[src/rtl/led_matrix_scan_ctrl.sv]
// ============================================================================
// led_matrix_scan_ctrl
// ----------------------------------------------------------------------------
// Row-scanning controller for a 7-column x 5-row LED matrix.
//
// The controller keeps two 5x7 frame stores:
//   - back  : filled by an upstream writer
//   - front : read by the scanner
// The scanner drives one row at a time and puts a dark blanking gap between
// rows to suppress ghosting. A requested swap copies back into front only on
// the edge that leaves the DRIVE of row 4, so the display never shows a
// partly updated frame.
//
// Parameters
//   DWELL_CYCLES : clock cycles each row is driven (>= 1)
//   BLANK_CYCLES : clock cycles of darkness between rows (>= 1)
//
// Ports
//   CLK          in   1  system clock, rising-edge
//   reset_n      in   1  asynchronous active-low reset
//   wr_en        in   1  back-buffer write strobe
//   wr_row       in   3  back-buffer row index (0..4 valid, 5..7 ignored)
//   wr_data      in   7  column pattern, bit i lights column i
//   swap_req     in   1  request to publish back at the next frame boundary
//   swap_pending out  1  swap requested and not yet committed
//   swap_done    out  1  one-cycle pulse after the commit edge
//   frame_start  out  1  one-cycle pulse when row 0 starts driving
//   colOut       out  7  column drive, active-high (registered)
//   rowOut       out  5  row select, one-hot active-high (registered)
// ============================================================================
module led_matrix_scan_ctrl #(
    parameter int DWELL_CYCLES = 20000,
    parameter int BLANK_CYCLES = 100
) (
    input  logic       CLK,
    input  logic       reset_n,
    input  logic       wr_en,
    input  logic [2:0] wr_row,
    input  logic [6:0] wr_data,
    input  logic       swap_req,
    output logic       swap_pending,
    output logic       swap_done,
    output logic       frame_start,
    output logic [6:0] colOut,
    output logic [4:0] rowOut
);

    localparam int MAX_CYCLES = (DWELL_CYCLES > BLANK_CYCLES) ? DWELL_CYCLES : BLANK_CYCLES;
    localparam int TW         = (MAX_CYCLES > 1) ? $clog2(MAX_CYCLES) : 1;

    localparam logic [TW-1:0] DWELL_LAST = TW'(DWELL_CYCLES - 1);
    localparam logic [TW-1:0] BLANK_LAST = TW'(BLANK_CYCLES - 1);
    localparam logic [TW-1:0] TIMER_ONE  = TW'(1);

    localparam logic [0:0] ST_BLANK = 1'b0;
    localparam logic [0:0] ST_DRIVE = 1'b1;

    localparam logic [2:0] LAST_ROW = 3'd4;
    localparam logic [2:0] NUM_ROWS = 3'd5;

    // Row index to one-hot row select; unused codes give a dark row.
    function automatic logic [4:0] row_onehot(input logic [2:0] idx);
        logic [4:0] sel;
        case (idx)
            3'd0:    sel = 5'b00001;
            3'd1:    sel = 5'b00010;
            3'd2:    sel = 5'b00100;
            3'd3:    sel = 5'b01000;
            3'd4:    sel = 5'b10000;
            default: sel = 5'b00000;
        endcase
        return sel;
    endfunction

    logic [0:0]    state_r;
    logic [TW-1:0] timer_r;
    logic [2:0]    row_idx_r;
    logic [4:0]    row_out_r;
    logic [6:0]    col_out_r;
    logic          frame_start_r;
    logic          swap_pending_r;
    logic          swap_done_r;
    logic [6:0]    back_r  [0:4];
    logic [6:0]    front_r [0:4];

    logic [0:0]    state_s;
    logic [TW-1:0] timer_s;
    logic [2:0]    row_idx_s;
    logic [4:0]    row_out_s;
    logic [6:0]    col_out_s;
    logic          frame_start_s;
    logic          boundary_s;
    logic          commit_s;
    logic          swap_pending_s;
    logic [6:0]    front_row_s;

    // Front-buffer row selected by the scanner.
    always_comb begin
        case (row_idx_r)
            3'd0:    front_row_s = front_r[0];
            3'd1:    front_row_s = front_r[1];
            3'd2:    front_row_s = front_r[2];
            3'd3:    front_row_s = front_r[3];
            3'd4:    front_row_s = front_r[4];
            default: front_row_s = 7'd0;
        endcase
    end

    // Scan sequencer next state: BLANK/DRIVE timing, row advance and output image.
    always_comb begin
        state_s       = state_r;
        timer_s       = timer_r;
        row_idx_s     = row_idx_r;
        row_out_s     = row_out_r;
        col_out_s     = col_out_r;
        frame_start_s = 1'b0;
        boundary_s    = 1'b0;
        case (state_r)
            ST_BLANK: begin
                if (timer_r == BLANK_LAST) begin
                    state_s       = ST_DRIVE;
                    timer_s       = '0;
                    // Outputs are captured once here and held for the dwell.
                    row_out_s     = row_onehot(row_idx_r);
                    col_out_s     = front_row_s;
                    frame_start_s = (row_idx_r == 3'd0);
                end else begin
                    timer_s = timer_r + TIMER_ONE;
                end
            end
            ST_DRIVE: begin
                if (timer_r == DWELL_LAST) begin
                    state_s   = ST_BLANK;
                    timer_s   = '0;
                    row_out_s = 5'd0;
                    col_out_s = 7'd0;
                    if (row_idx_r == LAST_ROW) begin
                        row_idx_s  = 3'd0;
                        boundary_s = 1'b1;
                    end else begin
                        row_idx_s = row_idx_r + 3'd1;
                    end
                end else begin
                    timer_s = timer_r + TIMER_ONE;
                end
            end
            default: begin
                state_s   = ST_BLANK;
                timer_s   = '0;
                row_idx_s = 3'd0;
                row_out_s = 5'd0;
                col_out_s = 7'd0;
            end
        endcase
    end

    // Swap bookkeeping: a request arriving on the boundary edge is consumed by
    // that same commit, and requests while pending simply merge.
    always_comb begin
        commit_s = boundary_s && (swap_pending_r || swap_req);
        if (commit_s) begin
            swap_pending_s = 1'b0;
        end else if (swap_req) begin
            swap_pending_s = 1'b1;
        end else begin
            swap_pending_s = swap_pending_r;
        end
    end

    // Sequencer, output and swap-status registers.
    always_ff @(posedge CLK or negedge reset_n) begin
        if (!reset_n) begin
            state_r        <= ST_BLANK;
            timer_r        <= '0;
            row_idx_r      <= 3'd0;
            row_out_r      <= 5'd0;
            col_out_r      <= 7'd0;
            frame_start_r  <= 1'b0;
            swap_pending_r <= 1'b0;
            swap_done_r    <= 1'b0;
        end else begin
            state_r        <= state_s;
            timer_r        <= timer_s;
            row_idx_r      <= row_idx_s;
            row_out_r      <= row_out_s;
            col_out_r      <= col_out_s;
            frame_start_r  <= frame_start_s;
            swap_pending_r <= swap_pending_s;
            swap_done_r    <= commit_s;
        end
    end

    // Back buffer: written only by the upstream writer; rows 5..7 are dropped.
    always_ff @(posedge CLK or negedge reset_n) begin
        if (!reset_n) begin
            for (int i = 0; i < 5; i++) begin
                back_r[i] <= 7'd0;
            end
        end else if (wr_en && (wr_row < NUM_ROWS)) begin
            back_r[wr_row] <= wr_data;
        end
    end

    // Front buffer: copies the pre-edge back contents on a committing boundary,
    // so a write on that same edge lands only in back.
    always_ff @(posedge CLK or negedge reset_n) begin
        if (!reset_n) begin
            for (int i = 0; i < 5; i++) begin
                front_r[i] <= 7'd0;
            end
        end else if (commit_s) begin
            for (int i = 0; i < 5; i++) begin
                front_r[i] <= back_r[i];
            end
        end
    end

    assign rowOut       = row_out_r;
    assign colOut       = col_out_r;
    assign frame_start  = frame_start_r;
    assign swap_pending = swap_pending_r;
    assign swap_done    = swap_done_r;

endmodule
[config.mk]
export PLATFORM = sky130hd
export DESIGN_NAME = led_matrix_scan_ctrl
export DESIGN_NICKNAME = d
export VERILOG_FILES = /design/src/rtl/led_matrix_scan_ctrl.sv
export SDC_FILE = /design/constraint.sdc
export NUM_CORES = 1
export LEC_CHECK = 0
export CORE_ASPECT_RATIO = 0.7
export CORE_MARGIN = 4
export CORE_UTILIZATION = 61
export CTS_BUF_LIST = sky130_fd_sc_hd__clkbuf_8
export DETAILED_ROUTE_END_ITERATION = 10
export HOLD_SLACK_MARGIN = 0.02
export PLACE_DENSITY = 0.84
export SYNTH_ARGS = -nofsm -noshare
export SYNTH_HDL_FRONTEND = slang
export SYNTH_SLANG_ARGS = --single-unit
[constraint.sdc]
create_clock -name CLK -period 2.27 [get_ports CLK]
set_clock_uncertainty 0.05 [all_clocks]
set_input_delay 0.454 -clock CLK [delete_from_list [all_inputs] [get_ports CLK]]
set_output_delay 0.454 -clock CLK [all_outputs]
set_load 0.005 [all_outputs]
# Yosys cells after proc, flatten, opt, wreduce, memory -nomap -nowiden

Index checks and enable logic that the tools add are counted.
W data, S select, Z words.

Register bits after elaboration: 104
Latch bits: 0
Memory bits (writable): 0
Bits in read-only memories: 0
Input bits: 14
Output and inout port bits: 15
Logic and storage cells: 66
Memories: 0

Add/sub/neg operators: 2
$mul: 0
Div/mod/pow operators: 0
Order comparisons: 3
Eq/ne operators: 8
Shift-type cells: 0
Mux-type cells: 25
Bitwise logic cells: 2
Reductions and logical operators: 8

Operators with widths:

| cell                    | number |
|---|---|
| $bwmux W35              | 1 |
| $pmux W7 S5             | 1 |
| $mux W15                | 2 |
| $pmux W15 S2            | 1 |
| $pmux W5 S5             | 1 |
| $demux W7 S3            | 1 |
| $mux W7                 | 3 |
| $add A15 B1 Y15 const B | 1 |
| $eq A15 B15 Y1 const B  | 1 |
| $eq A15 B7 Y1 const B   | 1 |
| $pmux W7 S2             | 1 |
| $mux W5                 | 2 |
| $pmux W5 S2             | 1 |
| $mux W1                 | 9 |
| $eq A3 B2 Y1 const B    | 2 |
| $ge A4 B4 Y1 const B    | 1 |
| $lt A4 B1 Y1 const B    | 1 |
| $not A3 Y4              | 1 |
| $reduce_and A2 Y1       | 2 |
| $add A3 B1 Y3 const B   | 1 |
| $eq A3 B1 Y1 const B    | 1 |
| $eq A3 B3 Y1 const B    | 1 |
| $logic_and A1 B1 Y1     | 3 |
| $logic_not A3 Y1        | 1 |
| 8 further kinds         | 8 |

# Longest topological paths before layout

Depth after elaboration: 6
Gate-level depth with buffers: 8
Gate-level depth less buffers: 6

# Least setup slack after synthesis

Ideal clock, no wire load.

Path kind: flip-flop to flip-flop
From: register row_idx_r[0]
To: register front_r[0] (netlist bit)
Library setup time: 0.125 ns
Data arrival time: 1.857 ns
Slack: 0.238 ns
Cell stages (with the launch flop): 9
Path buffers: 3
Clock period less this slack: 2.032 ns
Cells stage by stage: dfrtp_1 -> inv_1 -> ha_1 -> and2_1 -> clkbuf_1 -> nor3b_2 -> buf_6 -> buf_12 -> mux2_4

Word-level cells in the longest chain between the ends: 5

Ends and longest elaborated chain:

| item                          | RTL line | source |
|---|---|---|
| start, declared               | 77       | `logic [2:0] row_idx_r;` |
| start signal, assigned        | 184      | `row_idx_r <= row_idx_s;` |
| $eq A3 B3 Y1                  | 137      | `if (row_idx_r == LAST_ROW) begin` |
| $mux W1                       | 137      |  |
| $mux W1                       | 132      | `if (timer_r == DWELL_LAST) begin` |
| $mux W1                       | 118      | `case (state_r)` |
| $logic_and A1 B1 Y1           | 160      | `commit_s = boundary_s && (swap_pending_r \|\| swap_req);` |
| end signal, assigned by index | 213      | `front_r[i] <= back_r[i];` |
| end, declared                 | 84       | `logic [6:0] front_r [0:4];` |

No other way between the ends.
A chain may end at the register's enable or synchronous reset.

# Final worst setup path

From: register timer_r[12]
To: register front_r[9] (netlist bit)

Word-level cells in the longest chain between the ends: 4

Ends and longest elaborated chain:

| item                   | RTL line | source |
|---|---|---|
| start, declared        | 76       | `logic [TW-1:0] timer_r;` |
| start signal, assigned | 183      | `timer_r <= timer_s;` |
| $eq A15 B15 Y1         | 132      |  |
| $mux W1                | 132      |  |
| $mux W1                | 118      |  |
| $logic_and A1 B1 Y1    | 160      |  |

No other way between the ends.

==> results.toml <==
[status]
run_status = "complete, no violations"

[grt]
gr-total-overflow = 0
grt_max_degree = 105
grt_usage = 0.2181
antenna_found_initial = 0
grt_pass1_vias = 2841
grt_pass1_wl_mm = 14.93

[clocking]
clkLatencyLatePin_ns = 0.37
cts_made_buffers = 9
cts_buffer_depth = 2
htreeDepth = 3
cts_tree = "yes"
clk_pin_slew_worst_paths_ns = 0.09
clockRootBuffer = "clkbuf_8"
cts_sinks = 104

[logic_synthesis]
synth_edf_count = 0
syn_nets = 333
syn-mean-instance-area_um2 = 14.53
synth.distinct_cells = 45
ys_seq_area_frac = 0.5724
synth-async-reset-ratio = 1.000
synth_top_area_cell = "dfrtp_1"
synth_flop_cell = "dfrtp_1"
yosys-top-cells-area = "dfrtp_1, mux2_2, mux2_4"
synth_seq_cells = 104
syn_area_mm2 = 0.004547
synthCells = 313
synth_top_area_share = 0.5724
yosysWarningCount = 0

[sta]
fmaxAchievable_mhz = 455.2
max_slew.worst_pin.slew_ns = 0.7035
max-slew-margin-rel = 0.5310
min_period_ns = 2.197
fin_crit_sh = 0.9678
tns_ns = 0
finalHoldViolCount = 0
setup_viol = 0
holdWs_ns = 0.05142
report.final.slew_viol_count = 0

[routing]
wire_per_inst_um = 20.07
initialDrtViolationCount = 279
postRouteAntennaNets = 0
vias = 2768
avgViaCountPerCell = 6.044
remaining_drc_errors = 0
routed_wl_mm = 9.191
first_pass_iters = 5

[layout]
multi_input_area_mm2 = 0.001813
nFillCells = 507
area.growth.synth_to_final_pct = 14.47
seqCellArea_mm2 = 0.002604
layout_commonest_cell = "dfrtp_1"
design_area_mm2 = 0.005205
mostFrequentLayoutCells = "dfrtp_1, mux2_2, mux2_4"
layout-drive-gt1-share = 0.3306
num_antenna_cells = 0
final_nets = 377

[job]
cap_violations = 0

[setup_path]
reg2reg_depth = 6
cp_slowest_cell = "dfrtp_2"
cp-startpoint = "timer_r[12]"
worstSetupPathType = "reg -> reg"
worstPathMaxFanout = 18
worstSetupEndpoint = "front_r[9]"
cp-end-kind = "flip-flop"
timing.rr.end = "front_r[9]"
start_kind = "flip-flop"
r2r_slack_ns = 0.07
crit_required_ns = 2.48
crit_chain = "nor4_4 -> buf_4 -> nand4b_4 -> nor3b_4 -> clkbuf_16 -> mux2_4"
rr_startpoint = "timer_r[12]"
arrival_ns = 2.41
slowest_delay_ns = 0.45

[placed_design]
portBuffers = 28
dp_hpwl_mm = 5.989
placed_area_mm2 = 0.004995
gp_congestion = 0.8915

[floorplanning]
initial_core_util = 0.6240
rows = 26
fp.coreArea_mm2 = 0.007287
die_width_um = 111.2
ios = 29
fp.dieH_um = 80.24
dieArea_mm2 = 0.008921

[power]
p_total_w = 0.003333
p_leak_nw = 2.360
max-vdd-ir-drop_mv = 0.5604
power_density_mw_per_mm2 = 640.4

[hold_path]
holdCritPathClass = "in -> async"
==> cell type report <==
| class | instances | share of cell area |
|---|---|---|
| multi-input combinational | 188 | 0.3483 |
| inverter | 6 | 0.004327 |
| tap | 98 | 0.02356 |
| clock inverter | 2 | 0.001442 |
| sequential | 104 | 0.5002 |
| clock buffer | 12 | 0.03173 |
| timing repair buffer | 48 | 0.09038 |
==> logic make-up (layout without fill, tap and decap cells) <==
kind of cell | count (synthesis) | in the layout | share of synthesized area
AO/OA/AOI/OAI | 40 | 40 | 0.07128
XOR/XNOR | 13 | 13 | 0.02504
adder cells (fa/ha/maj) | 6 | 6 | 0.01651
buffers and inverters | 21 | 68 | 0.03110
flip-flops | 104 | 104 | 0.5724
multiplexers | 70 | 70 | 0.1973
AND/OR/NAND/NOR | 59 | 59 | 0.08641
==> registers in the layout, summed over array words and instances (netlist names) <==
signal and flops:
state_r 1, back_r 35, front_r 35, frame_start 1, rowOut 5, timer_r 15, colOut 7, row_idx_r 3
swap_pending 1, swap_done 1
==> routing by layer <==
layer	up-vias	GRT usage	wire length, um
li1	1236	-	-
met1	1422	0.3133	4289
met2	100	0.3273	4172
met3	10	0.05572	609
met4	0	0.07169	120
met5	-	0	0
==> cell usage after synthesis, drive strengths merged (5+ instances only) <==
master / n
a222oi: 7
nor3: 8
buf: 7
nand3: 5
dfrtp: 104
a22o: 9
a32oi: 6
nor2: 16
xnor2: 10
clkbuf: 8
inv: 6
o21ai: 7
nand2: 6
mux2: 70
ha: 6
==> power by group <==
| part | switching, W | internal, W | total (W) | leakage, nW |
|---|---|---|---|---|
| clock | 0.000573 | 0.000470 | 0.00104 | 0.0969 |
| sequential | 0.0000738 | 0.00199 | 0.00206 | 1.36 |
| combinational | 0.0000922 | 0.000136 | 0.000228 | 0.900 |
==> stage by stage <==
step,util,cells,worst slack [ns]
CTS,0.7097,456,0.02901
finish,0.7143,458,0.07319
detailed placement,0.6854,442,-0.05608
floorplan,-,313,0.2381
global placement,0.6854,442,0.02954
global route,0.7143,458,-0.002781
==> worst min path at each step <==
stage	startpoint	endpoint
5_1_grt	reset_n	rowOut[0]
2_1_floorplan	reset_n	back_r[0]
3_3_place_gp	rowOut[0]	rowOut[0]
3_5_place_dp	rowOut[0]	rowOut[0]
6_report	reset_n	rowOut[0]
4_1_cts	reset_n	rowOut[0]
==> worst max-delay path: cells and delay by family, from the launching register on <==
kind                   cells  cell delay (ns)
and+or+nand+nor            3             0.80
buffers and inverters      2             0.47
DFF                        1             0.45
muxes                      1             0.31
==> repair_timing <==
item                                   4_1_cts  5_1_grt
pin swaps                                    0        3
setup endpoints to repair                   13       35
gates resized for setup                      1        1
setup buffers                                0        1
hold buffers                                 0        0
endpoints found under the hold margin        0        0
gates cloned                                 0        1
(Power assumes the default switching activity.)
